## src/rtl/mem_ctrl_pkg.sv

```systemverilog
// Shared types and constants for the byte-serial memory controller.
package mem_ctrl_pkg;

  typedef logic [31:0] word_t;
  typedef logic [31:0] addr_t;
  typedef logic [7:0]  byte_t;
  typedef logic [2:0]  size_t;

  typedef enum logic [1:0] {
    IDLE,
    IF_RD,
    LS_RD,
    LS_WR
  } state_e;

  // Reads here have side effects, so addresses are never issued speculatively.
  localparam addr_t IO_BASE    = 32'h0003_0000;
  localparam size_t FETCH_SIZE = 3'd4;

  function automatic byte_t lane(input word_t w, input logic [1:0] idx);
    return w[{idx, 3'b000} +: 8];
  endfunction

endpackage

```

## src/rtl/mem_ctrl_if.sv

```systemverilog
// Request/response and byte-wide memory bus signals of mem_ctrl.
interface mem_ctrl_if;
  import mem_ctrl_pkg::*;

  logic  if_req;
  addr_t if_addr;
  logic  if_cancel;
  logic  if_done;
  word_t if_data;

  logic  ls_req;
  logic  ls_wr;
  addr_t ls_addr;
  size_t ls_size;
  word_t ls_wdata;
  logic  ls_done;
  word_t ls_rdata;

  byte_t mem_din;
  byte_t mem_dout;
  addr_t mem_a;
  logic  mem_wr;

  modport slave (
    input  if_req, if_addr, if_cancel, ls_req, ls_wr, ls_addr, ls_size, ls_wdata, mem_din,
    output if_done, if_data, ls_done, ls_rdata, mem_dout, mem_a, mem_wr
  );

  modport master (
    output if_req, if_addr, if_cancel, ls_req, ls_wr, ls_addr, ls_size, ls_wdata, mem_din,
    input  if_done, if_data, ls_done, ls_rdata, mem_dout, mem_a, mem_wr
  );

endinterface

```

## src/rtl/mem_ctrl.sv

```systemverilog
// Byte-serial memory controller: arbitrates fetch vs load/store onto an 8-bit
// synchronous RAM/IO bus with one cycle of read latency.
module mem_ctrl
  import mem_ctrl_pkg::*;
(
  input logic      clk,
  input logic      rst,
  input logic      rdy,
  mem_ctrl_if.slave bus
);

  state_e state_q, state_d;
  addr_t  base_q, base_d;
  size_t  size_q, size_d;
  size_t  cap_q, cap_d;
  size_t  iss_q, iss_d;
  logic   pend_q, pend_d;
  word_t  wdata_q, wdata_d;
  word_t  buf_q, buf_d;
  word_t  if_data_q, if_data_d;
  word_t  ls_rdata_q, ls_rdata_d;
  logic   if_done_q, if_done_d;
  logic   ls_done_q, ls_done_d;

  addr_t  mem_a;
  logic   mem_wr;
  byte_t  mem_dout;

  always_comb begin
    state_d    = state_q;
    base_d     = base_q;
    size_d     = size_q;
    cap_d      = cap_q;
    iss_d      = iss_q;
    pend_d     = pend_q;
    wdata_d    = wdata_q;
    buf_d      = buf_q;
    if_data_d  = if_data_q;
    ls_rdata_d = ls_rdata_q;
    if_done_d  = if_done_q;
    ls_done_d  = ls_done_q;
    mem_a      = '0;
    mem_wr     = 1'b0;
    mem_dout   = '0;

    if (rdy) begin
      if_done_d = 1'b0;
      ls_done_d = 1'b0;
      unique case (state_q)
        IDLE: begin
          cap_d  = '0;
          iss_d  = '0;
          pend_d = 1'b0;
          buf_d  = '0;
          // The done cycle still sees the requester's held request; ignore it.
          if (!(if_done_q || ls_done_q)) begin
            if (bus.ls_req) begin
              state_d = bus.ls_wr ? LS_WR : LS_RD;
              base_d  = bus.ls_addr;
              size_d  = bus.ls_size;
              wdata_d = bus.ls_wdata;
            end else if (bus.if_req && !bus.if_cancel) begin
              state_d = IF_RD;
              base_d  = bus.if_addr;
              size_d  = FETCH_SIZE;
            end
          end
        end
        IF_RD, LS_RD: begin
          if (pend_q) begin
            buf_d[{cap_q[1:0], 3'b000} +: 8] = bus.mem_din;
            cap_d = cap_q + 3'd1;
          end
          pend_d = 1'b0;
          if (iss_q < size_q) begin
            mem_a  = base_q + {29'd0, iss_q};
            iss_d  = iss_q + 3'd1;
            pend_d = 1'b1;
          end
          if (state_q == IF_RD && bus.if_cancel) begin
            state_d = IDLE;
          end else if (pend_q && cap_q == size_q - 3'd1) begin
            state_d = IDLE;
            if (state_q == IF_RD) begin
              if_data_d = buf_d;
              if_done_d = 1'b1;
            end else begin
              ls_rdata_d = buf_d;
              ls_done_d  = 1'b1;
            end
          end
        end
        LS_WR: begin
          if (iss_q < size_q) begin
            mem_wr   = 1'b1;
            mem_a    = base_q + {29'd0, iss_q};
            mem_dout = lane(wdata_q, iss_q[1:0]);
            iss_d    = iss_q + 3'd1;
            if (iss_q == size_q - 3'd1) begin
              state_d   = IDLE;
              ls_done_d = 1'b1;
            end
          end
        end
        default: state_d = IDLE;
      endcase
    end else if (state_q == IF_RD || state_q == LS_RD) begin
      // The byte in flight is dropped, so issue restarts at the first uncaptured byte.
      iss_d  = cap_q;
      pend_d = 1'b0;
    end
  end

  always_ff @(posedge clk) begin
    if (rst) begin
      state_q    <= IDLE;
      base_q     <= '0;
      size_q     <= '0;
      cap_q      <= '0;
      iss_q      <= '0;
      pend_q     <= 1'b0;
      wdata_q    <= '0;
      buf_q      <= '0;
      if_data_q  <= '0;
      ls_rdata_q <= '0;
      if_done_q  <= 1'b0;
      ls_done_q  <= 1'b0;
    end else begin
      state_q    <= state_d;
      base_q     <= base_d;
      size_q     <= size_d;
      cap_q      <= cap_d;
      iss_q      <= iss_d;
      pend_q     <= pend_d;
      wdata_q    <= wdata_d;
      buf_q      <= buf_d;
      if_data_q  <= if_data_d;
      ls_rdata_q <= ls_rdata_d;
      if_done_q  <= if_done_d;
      ls_done_q  <= ls_done_d;
    end
  end

  assign bus.if_done  = if_done_q & rdy;
  assign bus.ls_done  = ls_done_q & rdy;
  assign bus.if_data  = if_data_q;
  assign bus.ls_rdata = ls_rdata_q;
  assign bus.mem_a    = mem_a;
  assign bus.mem_wr   = mem_wr;
  assign bus.mem_dout = mem_dout;

endmodule

```

## src/flat_wrapper.sv

```systemverilog
// flat-port wrapper written by rule: the top's interface ports become plain ports
module mem_ctrl_flat import mem_ctrl_pkg::*;
  (clk, rst, rdy, bus_if_req, bus_if_addr, bus_if_cancel, bus_ls_req, bus_ls_wr, bus_ls_addr, bus_ls_size, bus_ls_wdata, bus_mem_din, bus_if_done, bus_if_data, bus_ls_done, bus_ls_rdata, bus_mem_dout, bus_mem_a, bus_mem_wr);
  mem_ctrl_if bus_i ();
  input logic clk;
  input logic rst;
  input logic rdy;
  input wire logic [$bits(bus_i.if_req)-1:0] bus_if_req;
  input wire logic [$bits(bus_i.if_addr)-1:0] bus_if_addr;
  input wire logic [$bits(bus_i.if_cancel)-1:0] bus_if_cancel;
  input wire logic [$bits(bus_i.ls_req)-1:0] bus_ls_req;
  input wire logic [$bits(bus_i.ls_wr)-1:0] bus_ls_wr;
  input wire logic [$bits(bus_i.ls_addr)-1:0] bus_ls_addr;
  input wire logic [$bits(bus_i.ls_size)-1:0] bus_ls_size;
  input wire logic [$bits(bus_i.ls_wdata)-1:0] bus_ls_wdata;
  input wire logic [$bits(bus_i.mem_din)-1:0] bus_mem_din;
  output wire logic [$bits(bus_i.if_done)-1:0] bus_if_done;
  output wire logic [$bits(bus_i.if_data)-1:0] bus_if_data;
  output wire logic [$bits(bus_i.ls_done)-1:0] bus_ls_done;
  output wire logic [$bits(bus_i.ls_rdata)-1:0] bus_ls_rdata;
  output wire logic [$bits(bus_i.mem_dout)-1:0] bus_mem_dout;
  output wire logic [$bits(bus_i.mem_a)-1:0] bus_mem_a;
  output wire logic [$bits(bus_i.mem_wr)-1:0] bus_mem_wr;
  assign bus_i.if_req = bus_if_req;
  assign bus_i.if_addr = bus_if_addr;
  assign bus_i.if_cancel = bus_if_cancel;
  assign bus_i.ls_req = bus_ls_req;
  assign bus_i.ls_wr = bus_ls_wr;
  assign bus_i.ls_addr = bus_ls_addr;
  assign bus_i.ls_size = bus_ls_size;
  assign bus_i.ls_wdata = bus_ls_wdata;
  assign bus_i.mem_din = bus_mem_din;
  assign bus_if_done = bus_i.if_done;
  assign bus_if_data = bus_i.if_data;
  assign bus_ls_done = bus_i.ls_done;
  assign bus_ls_rdata = bus_i.ls_rdata;
  assign bus_mem_dout = bus_i.mem_dout;
  assign bus_mem_a = bus_i.mem_a;
  assign bus_mem_wr = bus_i.mem_wr;
  mem_ctrl u_core (.clk(clk), .rst(rst), .rdy(rdy), .bus(bus_i));
endmodule
```

## config.mk

```make
export PLATFORM = sky130hd
export DESIGN_NAME = mem_ctrl_flat
export DESIGN_NICKNAME = d
export VERILOG_FILES = /design/src/rtl/mem_ctrl_pkg.sv /design/src/rtl/mem_ctrl_if.sv /design/src/rtl/mem_ctrl.sv /design/src/flat_wrapper.sv
export SDC_FILE = /design/constraint.sdc
export NUM_CORES = 1
export LEC_CHECK = 0
export ABC_AREA = 1
export CAP_MARGIN = 20
export CORE_MARGIN = 2
export CORE_UTILIZATION = 25
export DETAILED_ROUTE_END_ITERATION = 10
export GPL_ROUTABILITY_DRIVEN = 0
export HOLD_SLACK_MARGIN = 0.06
export PLACE_DENSITY = 0.43
export SKIP_CTS_REPAIR_TIMING = 1
export SLEW_MARGIN = 20
export SYNTH_ARGS = -nofsm -noshare
export SYNTH_HDL_FRONTEND = slang
export SYNTH_SLANG_ARGS = --single-unit
```

## constraint.sdc

```tcl
create_clock -name clk -period 3 [get_ports clk]
set_clock_uncertainty 0.15 [all_clocks]
set_input_delay 0.45 -clock clk [delete_from_list [all_inputs] [get_ports clk]]
set_output_delay 0.45 -clock clk [all_outputs]
set_load 0.05 [all_outputs]
```

[Word-level counts from Yosys, hierarchy flattened]
Index checks and enable logic that the tools add are counted.
Storage, ports and cells
  register bits: 174
  input bits: 114
  output and inout bits: 107
  word-level logic and storage cells: 104
Operators by class
  add/subtract/negate cells: 5
  magnitude comparators: 1
  equality and inequality tests: 13
  shift operators: 3
  mux-type cells: 44
  bitwise logic cells: 5
  reduce and logical (&&, ||, !) cells: 21
Operators by type and width (count)
  $mux W32: 6
  $pmux W32 S2: 1
  $add A32 B3 Y32: 1
  $bwmux W32: 1
  $shift A8 B7 Y32 const A: 1
  $shiftx A32 B6 Y8: 1
  $shiftx A8 B7 Y32: 1
  $mux W8: 3
  $mux W3: 6
  $mux W1: 15
  $mux W2: 7
  $pmux W3 S2: 2
  $reduce_and A5 Y1: 2
  $reduce_and A4 Y1: 2
  $neg A5 Y7: 1
  $add A3 B1 Y3 const B: 2
  $eq A3 B3 Y1: 2
  $ne A2 B1 Y1 const B: 3
  $ne A3 B1 Y1 const B: 2
  $ne A3 B2 Y1 const B: 2
  $pmux W2 S3: 1
  $reduce_and A2 Y1: 3
  $reduce_and A6 Y1: 1
  $reduce_bool A2 Y1: 3
  15 further kinds: 23

[Longest topological paths before layout]
Gate-level depths: netlist of run 1.
  word-level depth: 6
  depth in mapped cells: 14
  depth with buffers taken out: 13

[Worst setup path before layout of run 1]
No wires, ideal clock.
  path type: register -> output
  start point: reg u_core.iss_q[0]
  end point: out bus_mem_a[17]
  arrival time: 2832 ps
  data required time: 2400 ps
  slack: -432 ps
  stages on the path, launching flop included: 11
  buffers on the path: 2
  path through: dfxtp_1 > clkbuf_1 > clkinv_1 > clkbuf_1 > ha_1 > nor2_1 > nor2_2 > inv_1 > nor2_1 > inv_1 > nor3b_1
Between the ends
  cells in the longest elaborated chain, start to end: 4
  elaborated cells between the ends (all ways): 5
  those cells by class: 1 x add/sub; 1 x order compare; 3 x mux
Ends and longest elaborated chain
  start: declaration: RTL line mem_ctrl.sv:16  | size_t iss_q, iss_d;
  start signal: assignment: RTL line mem_ctrl.sv:133  | iss_q <= iss_d;
  $add A32 B3 Y32 / $lt A3 B3 Y1 (equally long branches)
  $mux W32 *: RTL line mem_ctrl.sv:75, mem_ctrl.sv:94
  $mux W32 *
  $mux W32 *: RTL line mem_ctrl.sv:46  | if (rdy) begin
  end: declaration: RTL line flat_wrapper.sv:22  | output wire logic [$bits(bus_i.mem_a)-1:0] bus_mem_a;
Mark *: on every way between the ends. The rest lies on a longest branch, timed or not.

[Final worst setup path of run 1]
  start point: reg u_core.base_q[0]
  end point: out bus_mem_a[28]
Between the ends
  cells in the longest elaborated chain, start to end: 4
Ends and longest elaborated chain
  start: declaration: RTL line mem_ctrl.sv:13  | addr_t base_q, base_d;
  start signal: assignment: RTL line mem_ctrl.sv:130  | base_q <= base_d;
  $add A32 B3 Y32: RTL line mem_ctrl.sv:76, mem_ctrl.sv:96
  $mux W32: RTL line mem_ctrl.sv:75, mem_ctrl.sv:94
  $mux W32
  $mux W32: RTL line mem_ctrl.sv:46
No other way between the ends.

==> results of run 1 <==
-- final timing paths --
kind | slack [ps] | endpoint
max | -120 | bus_mem_a[28]
min | 290 | u_core.iss_q[0]
max reg2reg | 430 | u_core.buf_q[31]
min reg2reg | 300 | u_core.wdata_q[8]
-- power by group through the flow --
| stage | registers (mW) | clock network [mW] | logic [mW] |
|---|---|---|---|
| 6_report | 2.73 | 2.49 | 2.40 |
| 3_3_place_gp | 2.77 | 0 | 2.23 |
| 4_1_cts | 2.72 | 2.56 | 2.24 |
| 3_5_place_dp | 2.77 | 0 | 2.23 |
| 2_1_floorplan | 2.70 | 0 | 1.45 |
| 5_1_grt | 2.76 | 2.65 | 2.70 |
-- layer usage --
layer  track usage  vias to the layer above
li1              -                     4613
met5             0                        -
met4       0.03459                        0
met2        0.2727                      165
met1        0.2366                     4078
met3       0.02889                       15
-- registers in the layout, indices dropped and copies added (netlist names), 2 cells and up --
| signal | cells |
|---|---|
| u_core.bus.if_data | 32 |
| u_core.bus.ls_rdata | 32 |
| u_core.size_q | 3 |
| u_core.wdata_q | 32 |
| u_core.state_q | 2 |
| u_core.cap_q | 3 |
| u_core.iss_q | 3 |
| u_core.base_q | 32 |
| u_core.buf_q | 32 |
-- logic make-up (layout without fill, tap and decap cells) --
| logic type | Yosys count | after routing | share of synthesized area |
|---|---|---|---|
| and+or+nand+nor | 583 | 583 | 0.2677 |
| DFF | 174 | 174 | 0.3996 |
| AOI/OAI and AO/OA | 294 | 294 | 0.1725 |
| other | 0 | 1 | 0 |
| muxes | 32 | 32 | 0.04134 |
| xor gates and xnor gates | 3 | 3 | 0.003015 |
| adders and majority gates | 19 | 19 | 0.02813 |
| buffers and inverters | 191 | 421 | 0.08770 |
-- synth_stat cells, types with 3 or more instances --
library cell    n  share of area
a21oi_1       164          0.094
a22oi_1         4         0.0034
a31oi_1         3         0.0022
buf_1           4         0.0017
buf_2          20          0.011
buf_6           3         0.0039
clkbuf_1       37          0.016
dfxtp_1       174           0.40
ha_1           18          0.026
inv_1         123          0.053
mux2_2         32          0.041
nand2_1       339           0.15
nand2_2         3         0.0022
nand3_1        45          0.026
nand4_1         8         0.0057
nor2_1        164          0.071
nor2_2          3         0.0022
nor3_1         15         0.0086
o21ai_0       115          0.066
o31ai_1         3         0.0026
-- area by class of cell --
class,instances,area [µm²]
Multi-Input combinational cell,931,4787
Antenna cell,1,2.502
Timing Repair Buffer,262,2805
Clock buffer,17,425.4
Tap cell,455,569.3
Sequential cell,174,3490
Clock inverter,15,239.0
Inverter,127,480.5
Fill cell,3645,21660
-- worst max-delay path: stages (launching register included) --
cell,delay (ps)
dfxtp_2,350
ha_4,140
inv_2,40
fa_2,400
inv_2,60
nand2_2,60
a21oi_2,150
buf_6,130
nand4_1,140
nor2_4,250
nand3_2,90
nand2_2,100
nor2_4,50
buf_12,140
-- metrics by stage --
step | power (mW) | std cells
final | 7.626 | 1982
after global routing | 8.114 | 1981
after CTS | 7.512 | 1966
after detailed placement | 4.999 | 1934
after global placement | 5.003 | 1934
after floorplan | 4.145 | 1296
==> run summary, run 1 <==
Global Route Usage Sum: 0.1692
Setup TNS: -572.4 ps
IO buf count: 220
Final HPWL DP: 21980 µm
Worst r2r src: u_core.cap_q[0]
WL/cell: 15.56 µm
Crit path arrival time: 2520 ps
Max VDD drop: 486.6 µV
Syn_nets: 1429
Most used flip-flop cell after synthesis: dfxtp_1
Least-Margin Pin Slew: 1036 ps
Area delta synth->final: 46.82%
Slew Limit Fails: 0
Hold_ws: 286.9 ps
Cell area after layout: 0.01280 mm²
CP startpoint: u_core.base_q[0]
CP required: 2400 ps
Die W: 190.7 µm
Yosys warning total: 0
RSZ-0062 raised after global routing: true
Metal-1 WL: 15380 µm
Die area: 0.03638 mm²
Syn Inst Count: 1296
Starting density of the core: 0.2530
Final Hold Fails: 0
Vias in the first global route: 8737
Crit-path max FO: 5
Hold Path Class: in -> reg
Core Util, Final: 0.3714
Antenna violations before repair: 0
Root buf cell: clkbuf_16
Synth async-reset ratio: 0
Clk pwr share: 0.327
Reg clk slew, reported paths: 70 ps
Layout cell share with drive strength beyond 1: 0.1573
Int Pwr: 4.745 mW
DP Area: 0.01180 mm²
Setup WS pre-CTS: 174.2 ps
Clk_lat worst skew: 430 ps
FF+latch count, synth: 174
FMAX: 0.3204 GHz
Reg2reg path depth: 7
Status: complete, but fails checks
Relative slew slack: 0.3091
WS Path Type: reg -> out
Crit path capture type: output pin
Sequential share of the synthesized area: 0.3996
Clock Path Buffers: 2
Synth unique cells: 32
Setup violations, final: 8
# rows: 68
P per Cell Area: 595.8 mW/mm²
Vias per cell: 4.476
First-pass GRT wire length: 48240 µm
Detailed Route Iter0 Violations: 444
Hold depth: 4
Most common cell after layout, fill and taps aside: nand2_1
Synth Area per Inst: 6.726 µm²
EDFF count, synth: 0
Core Area: 0.03446 mm²
Num CTS Buffers: 17
Shortest period the worst path allows: 3121 ps
Vias: 8871
Final WL: 30840 µm
1st-pass router iterations: 5
Reg power frac: 0.358
CTS Sinks: 174
Syn Std Cell Area: 0.008717 mm²
Wire length on met2: 13910 µm
Antenna Nets Post-Route: 0
DRC: 0
CTS tree: built
Largest net degree at the start of global routing: 87
Top Layer Used: met4
Most frequent cells in the layout: nand2_1 (329), clkdlybuf4s50_1 (176), dfxtp_1 (169)
Num ports: 221
Chip height: 190.7 µm
Hold path start: rst
H-tree levels: 4
Leak Pwr: 4.868 nW
Nets@finish: 1646
Psw: 2.881 mW
Switching part of the total: 0.3778
Met3 wire length: 1271 µm
CP Launch Type: flip-flop
Maxcap violations: 0
Final worst path period share: 1.040
Final setup margin: -120.8 ps
Combinational Power Share: 0.315
Failing checks: setup timing
GR Overflow Total: 0
Power figures use the tool's default switching activity.
==> run 2: changes to the inputs <==
SLEW_MARGIN = default   (was 20)
==> results of run 2 <==
No change in the layout: final DEF, timing and power equal those of run 1.
